`src/rtl/microtile_bist.sv`:
```
// Stimulus/response BIST engine for one microtile: drives tile_ui, folds tile_uo into a 16-bit MISR.
// Latency: each vector takes SETTLE_CYCLES+1 cycles; done rises NUM_VECTORS*(SETTLE_CYCLES+1) edges after start.
// Backpressure: none; start is ignored while busy, abort drops back to IDLE from SETTLE/CAPTURE.
module microtile_bist #(
    parameter int         NUM_VECTORS   = 256,
    parameter int         SETTLE_CYCLES = 2,
    parameter logic [7:0] LFSR_SEED     = 8'hA5
) (
    input  logic        clk,
    input  logic        rst_n,
    input  logic        start,
    input  logic        abort,
    input  logic        mode,
    input  logic [15:0] expected_sig,
    output logic [7:0]  tile_ui,
    input  logic [7:0]  tile_uo,
    output logic        busy,
    output logic        done,
    output logic        pass,
    output logic [15:0] signature
);

    localparam int IDX_W = (NUM_VECTORS > 1) ? $clog2(NUM_VECTORS) : 1;
    localparam int CNT_W = (SETTLE_CYCLES > 1) ? $clog2(SETTLE_CYCLES) : 1;
    localparam logic [IDX_W-1:0] LAST_IDX   = IDX_W'(NUM_VECTORS - 1);
    localparam logic [CNT_W-1:0] CNT_RELOAD = CNT_W'(SETTLE_CYCLES - 1);
    // An all-zero LFSR would lock up, so a zero seed is replaced.
    localparam logic [7:0]       SEED       = (LFSR_SEED == 8'h00) ? 8'h01 : LFSR_SEED;

    typedef enum logic [1:0] {
        S_IDLE,
        S_SETTLE,
        S_CAPTURE,
        S_DONE
    } state_t;

    state_t           state_q;
    logic [IDX_W-1:0] idx_q;
    logic [IDX_W-1:0] idx_d;
    logic [CNT_W-1:0] cnt_q;
    logic [7:0]       lfsr_q;
    logic [7:0]       lfsr_d;
    logic [15:0]      misr_q;
    logic [15:0]      misr_d;
    logic             mode_q;
    logic [7:0]       tile_ui_q;
    logic [7:0]       next_pat_d;
    logic             busy_q;
    logic             done_q;
    logic             pass_q;

    // Next LFSR state, next MISR value and the pattern for the following vector.
    always_comb begin
        lfsr_d = lfsr_q[0] ? ((lfsr_q >> 1) ^ 8'hB8) : (lfsr_q >> 1);
        misr_d = {misr_q[14:0], 1'b0} ^ (misr_q[15] ? 16'h1021 : 16'h0000);
        misr_d = misr_d ^ {8'h00, tile_uo};
        idx_d  = idx_q + 1'b1;
        next_pat_d = mode_q ? lfsr_d : 8'(idx_d);
    end

    // Run-control FSM; all outputs are registered here.
    always_ff @(posedge clk or negedge rst_n) begin
        if (!rst_n) begin
            state_q   <= S_IDLE;
            idx_q     <= '0;
            cnt_q     <= '0;
            lfsr_q    <= SEED;
            misr_q    <= 16'hFFFF;
            mode_q    <= 1'b0;
            tile_ui_q <= 8'h00;
            busy_q    <= 1'b0;
            done_q    <= 1'b0;
            pass_q    <= 1'b0;
        end else begin
            case (state_q)
                S_IDLE, S_DONE: begin
                    // start beats abort here: abort only means something inside a run.
                    if (start) begin
                        idx_q     <= '0;
                        misr_q    <= 16'hFFFF;
                        lfsr_q    <= SEED;
                        mode_q    <= mode;
                        tile_ui_q <= mode ? SEED : 8'h00;
                        cnt_q     <= CNT_RELOAD;
                        busy_q    <= 1'b1;
                        done_q    <= 1'b0;
                        pass_q    <= 1'b0;
                        state_q   <= S_SETTLE;
                    end
                end
                S_SETTLE: begin
                    if (abort) begin
                        tile_ui_q <= 8'h00;
                        busy_q    <= 1'b0;
                        done_q    <= 1'b0;
                        pass_q    <= 1'b0;
                        state_q   <= S_IDLE;
                    end else if (cnt_q == '0) begin
                        state_q <= S_CAPTURE;
                    end else begin
                        cnt_q <= cnt_q - 1'b1;
                    end
                end
                S_CAPTURE: begin
                    if (abort) begin
                        // Signature is left as-is so the partial result can be inspected.
                        tile_ui_q <= 8'h00;
                        busy_q    <= 1'b0;
                        done_q    <= 1'b0;
                        pass_q    <= 1'b0;
                        state_q   <= S_IDLE;
                    end else begin
                        misr_q <= misr_d;
                        lfsr_q <= lfsr_d;
                        if (idx_q == LAST_IDX) begin
                            // Compare uses the post-step MISR so pass is valid with done.
                            tile_ui_q <= 8'h00;
                            busy_q    <= 1'b0;
                            done_q    <= 1'b1;
                            pass_q    <= (misr_d == expected_sig);
                            state_q   <= S_DONE;
                        end else begin
                            idx_q     <= idx_d;
                            tile_ui_q <= next_pat_d;
                            cnt_q     <= CNT_RELOAD;
                            state_q   <= S_SETTLE;
                        end
                    end
                end
                default: begin
                    state_q <= S_IDLE;
                end
            endcase
        end
    end

    assign tile_ui   = tile_ui_q;
    assign busy      = busy_q;
    assign done      = done_q;
    assign pass      = pass_q;
    assign signature = misr_q;

endmodule

```
`config.mk`:
```
export PLATFORM = sky130hd
export DESIGN_NAME = microtile_bist
export DESIGN_NICKNAME = d
export VERILOG_FILES = /design/src/rtl/microtile_bist.sv
export SDC_FILE = /design/constraint.sdc
export NUM_CORES = 1
export LEC_CHECK = 0
export CAP_MARGIN = 20
export CORE_ASPECT_RATIO = 2
export CORE_MARGIN = 5
export CORE_UTILIZATION = 56
export CTS_BUF_LIST = sky130_fd_sc_hd__clkbuf_2 sky130_fd_sc_hd__clkbuf_4 sky130_fd_sc_hd__clkbuf_8
export DETAILED_ROUTE_END_ITERATION = 6
export PLACE_DENSITY = 0.87
export SYNTH_ARGS = -nofsm -noshare
export SYNTH_HDL_FRONTEND = slang
export SYNTH_SLANG_ARGS = --single-unit
export TNS_END_PERCENT = 1
```
`constraint.sdc`:
```
create_clock -name clk -period 3.5 [get_ports clk]
set_input_delay 0.7 -clock clk [delete_from_list [all_inputs] [get_ports clk]]
set_output_delay 0.7 -clock clk [all_outputs]
set_load 0.05 [all_outputs]
```
==> impl_metrics.tcl <==
set metrics [dict create \
    cp_top_family "simple AND/OR/NAND/NOR gates" \
    slowest_delay_ns 0.83 \
    max_slew_margin_pct 29.2 \
    synth_top_area_share_pct 26.8 \
    path_clk_slew_ns 0.10 \
    htree_num_levels 2 \
    ys_top_cells_by_count "dfrtp_1, dfstp_2, nand2_1, xnor2_1" \
    synth_top_cell_by_area "dfrtp_1" \
    grt_antenna_before_repair 0 \
    clkSinkCount 47 \
    vias_per_cell 6.14 \
    r2r_cells 6 \
    firstDrtPassIters 4 \
    ys_warn_count 0 \
    cp.depth 5 \
    netlist_area_um2 2520 \
    grt_pass1_wl_mm 10.6 \
    rsz0062_at_grt "false" \
    critPathLaunchType "input port" \
    fin_crit_ns 2.55 \
    endpoint_kind "register" \
    fmax_mhz 392 \
    ys_top_cells_by_area "dfrtp_1, dfstp_2, xnor2_1" \
    required_ns 3.76 \
    yosysUniqueCellTypes 48 \
    worstPathArrival_ns 2.81 \
    hp-class "in2async" \
    cts_buffers 5 \
    start_util_pct 57.6 \
    drv_slew 0 \
    slowest_stage "nor2_1" \
    grt_util_all_layers_pct 22.6 \
    die_h_um 105 \
    drt_wl_total_mm 6.42 \
    skew_ns 0.0164 \
    synth_edf_count 0 \
    port_buffers 55 \
    die_x_um 57.5 \
    insertion_delay_ns 0.31 \
    root_buffer "clkbuf_8" \
    postCtsHoldBufs 0 \
    crit_type "in2reg" \
    design.die.area_um2 6030 \
    final_area_um2 3230 \
    hold_viol_final 0 \
    outcome "finished, final reports clean" \
    crit_chain "clkdlybuf4s50_1, nand2b_1, nor2_1, o21ai_0, a21bo_2" \
    fillCellCount 315 \
    core_um2 4380 \
    finalSetupViolCount 0 \
    gp_congestion 0.832 \
    cts_max_path_buffers 2 \
    yosys_register_bits 47 \
    yosysMostFrequentCell "dfrtp_1" \
    ys.flop_type "dfrtp_1" \
    grt-ovfl-total 0 \
    drtIter0Drc 80 \
    cts_tree "done" \
    area_growth_pct 28.0 \
    n_antenna_cell 0 \
    grt_max_degree 48 \
    cts_resized 0 \
    grt_pass1_vias 2231 \
    power_density_nw_per_um2 731 \
    avgSynthCellArea_um2 10.9 \
    drv_cap 0 \
    ant_nets 0 \
    crit_fanout 15 \
    synthCells 232 \
    p_leak_nw 1.33 \
    tightest_slew_ns 1.06 \
    fin_nets 319 \
    place_area_um2 3100 \
    ioPinCount 56 \
    final.setup.tns_ns 0 \
    worst-path-buf-inv 1 \
    async_flop_share_pct 100 \
    min_period_over_period_pct 72.8 \
    via_count 2099 \
    drc_errors 0 \
    ys_seq_area_share_pct 47.6 \
    drive_gt1_share_pct 13.5 \
    post-dp-hpwl_mm 4.68 \
    syn-num-nets 264 \
    vdd_drop_max_mv 0.546 \
    wl_per_cell_um 18.8 \
    fp-row-count 34 \
    post_cts_buffers 0 \
]
## report_power, final
part,internal (W),total (W),switching (W)
clock network,0.000222,0.000406,0.000185
registers,0.000686,0.000815,0.000129
logic,0.000459,0.00114,0.000681
total,0.00137,0.00236,0.000995
## layout make-up
type | count | area, um2 | area share (%)
Clock inverter | 2 | 36.3 | 1.12
Inverter | 5 | 18.8 | 0.581
Clock buffer | 6 | 76.3 | 2.36
Tap cell | 54 | 67.6 | 2.09
Multi-Input combinational cell | 171 | 1260 | 38.9
Timing Repair Buffer | 57 | 573 | 17.7
Sequential cell | 47 | 1200 | 37.2
## cell families after synthesis
logic type / Yosys count / synth area share (%)
AO/OA/AOI/OAI: 71 / 21.5
XOR/XNOR: 30 / 12.3
adder cells (fa/ha/maj): 3 / 1.49
buffers and inverters: 14 / 2.58
flip-flops: 47 / 47.6
multiplexers: 4 / 1.74
AND/OR/NAND/NOR: 63 / 12.7
## worst register-to-register path: cells and delay by family, from the launching register on
family                   cells  cell delay (ns)
adder cells (fa/ha/maj)      1             0.39
flip-flops                   1             0.39
buffers and inverters        1             0.06
AO/OA/AOI/OAI                2             0.48
AND/OR/NAND/NOR              2             1.12
## stage by stage
stage	std cells	hold slack (ns)	utilization, %	power [W]	setup WS, ns
2_1_floorplan	232	0.404	-	0.00160	1.59
3_3_place_gp	333	0.467	70.7	0.00193	0.746
3_5_place_dp	333	0.470	70.7	0.00195	0.653
4_1_cts	341	0.492	73.3	0.00237	0.978
5_1_grt	342	0.204	73.7	0.00248	0.803
6_report	342	0.205	73.7	0.00236	0.951
## cells in the final DEF (no fill, tap or decap), types with 4 or more instances in the layout
cell type and instances:
nand2b_1 6, o22a_1 11, nand3_1 4, inv_1 5, dfstp_2 20, xnor2_1 15, o21ai_0 10, nor2b_1 6
clkbuf_8 5, nor2_1 10, a2bb2oi_1 10, clkdlybuf4s50_1 54, nor3_1 8, dfrtp_1 27, a21oi_1 7, o31ai_1 5
xor2_1 11, nand2_1 15, nor4_1 6
## worst paths after layout
| path | start | to | slack, ns |
|---|---|---|---|
| max in group asynchronous | rst_n | signature[14]$_DFFE_PN1P_ | 2.76 |
| worst max-delay path | abort | idx_q[2]$_DFFE_PN0P_ | 0.95 |
| worst min register to register | tile_ui[1]$_DFFE_PN0P_ | tile_ui[1]$_DFFE_PN0P_ | 0.49 |
| min in group clk | tile_ui[1]$_DFFE_PN0P_ | tile_ui[1]$_DFFE_PN0P_ | 0.49 |
| worst max register to register | state_q[0]$_DFFE_PN0P_ | idx_q[2]$_DFFE_PN0P_ | 1.00 |
| worst min-delay path | rst_n | busy$_DFFE_PN0P_ | 0.21 |
## per-layer routing
layer	track usage, %	wire length, um	share of wire [%]
met2	38.2	3510	55
met1	25.3	2310	36
met3	3.70	249	3.9
met5	0	0	0
met4	14.6	348	5.4
## flip-flops by register name, summed over array words and instances (netlist names)
signal and cells:
lfsr_q 8, done 1, idx_q 8, cnt_q 1, tile_ui 8, state_q 2, pass 1, mode_q 1
signature 16, busy 1
Power figures use the tool's default switching activity.
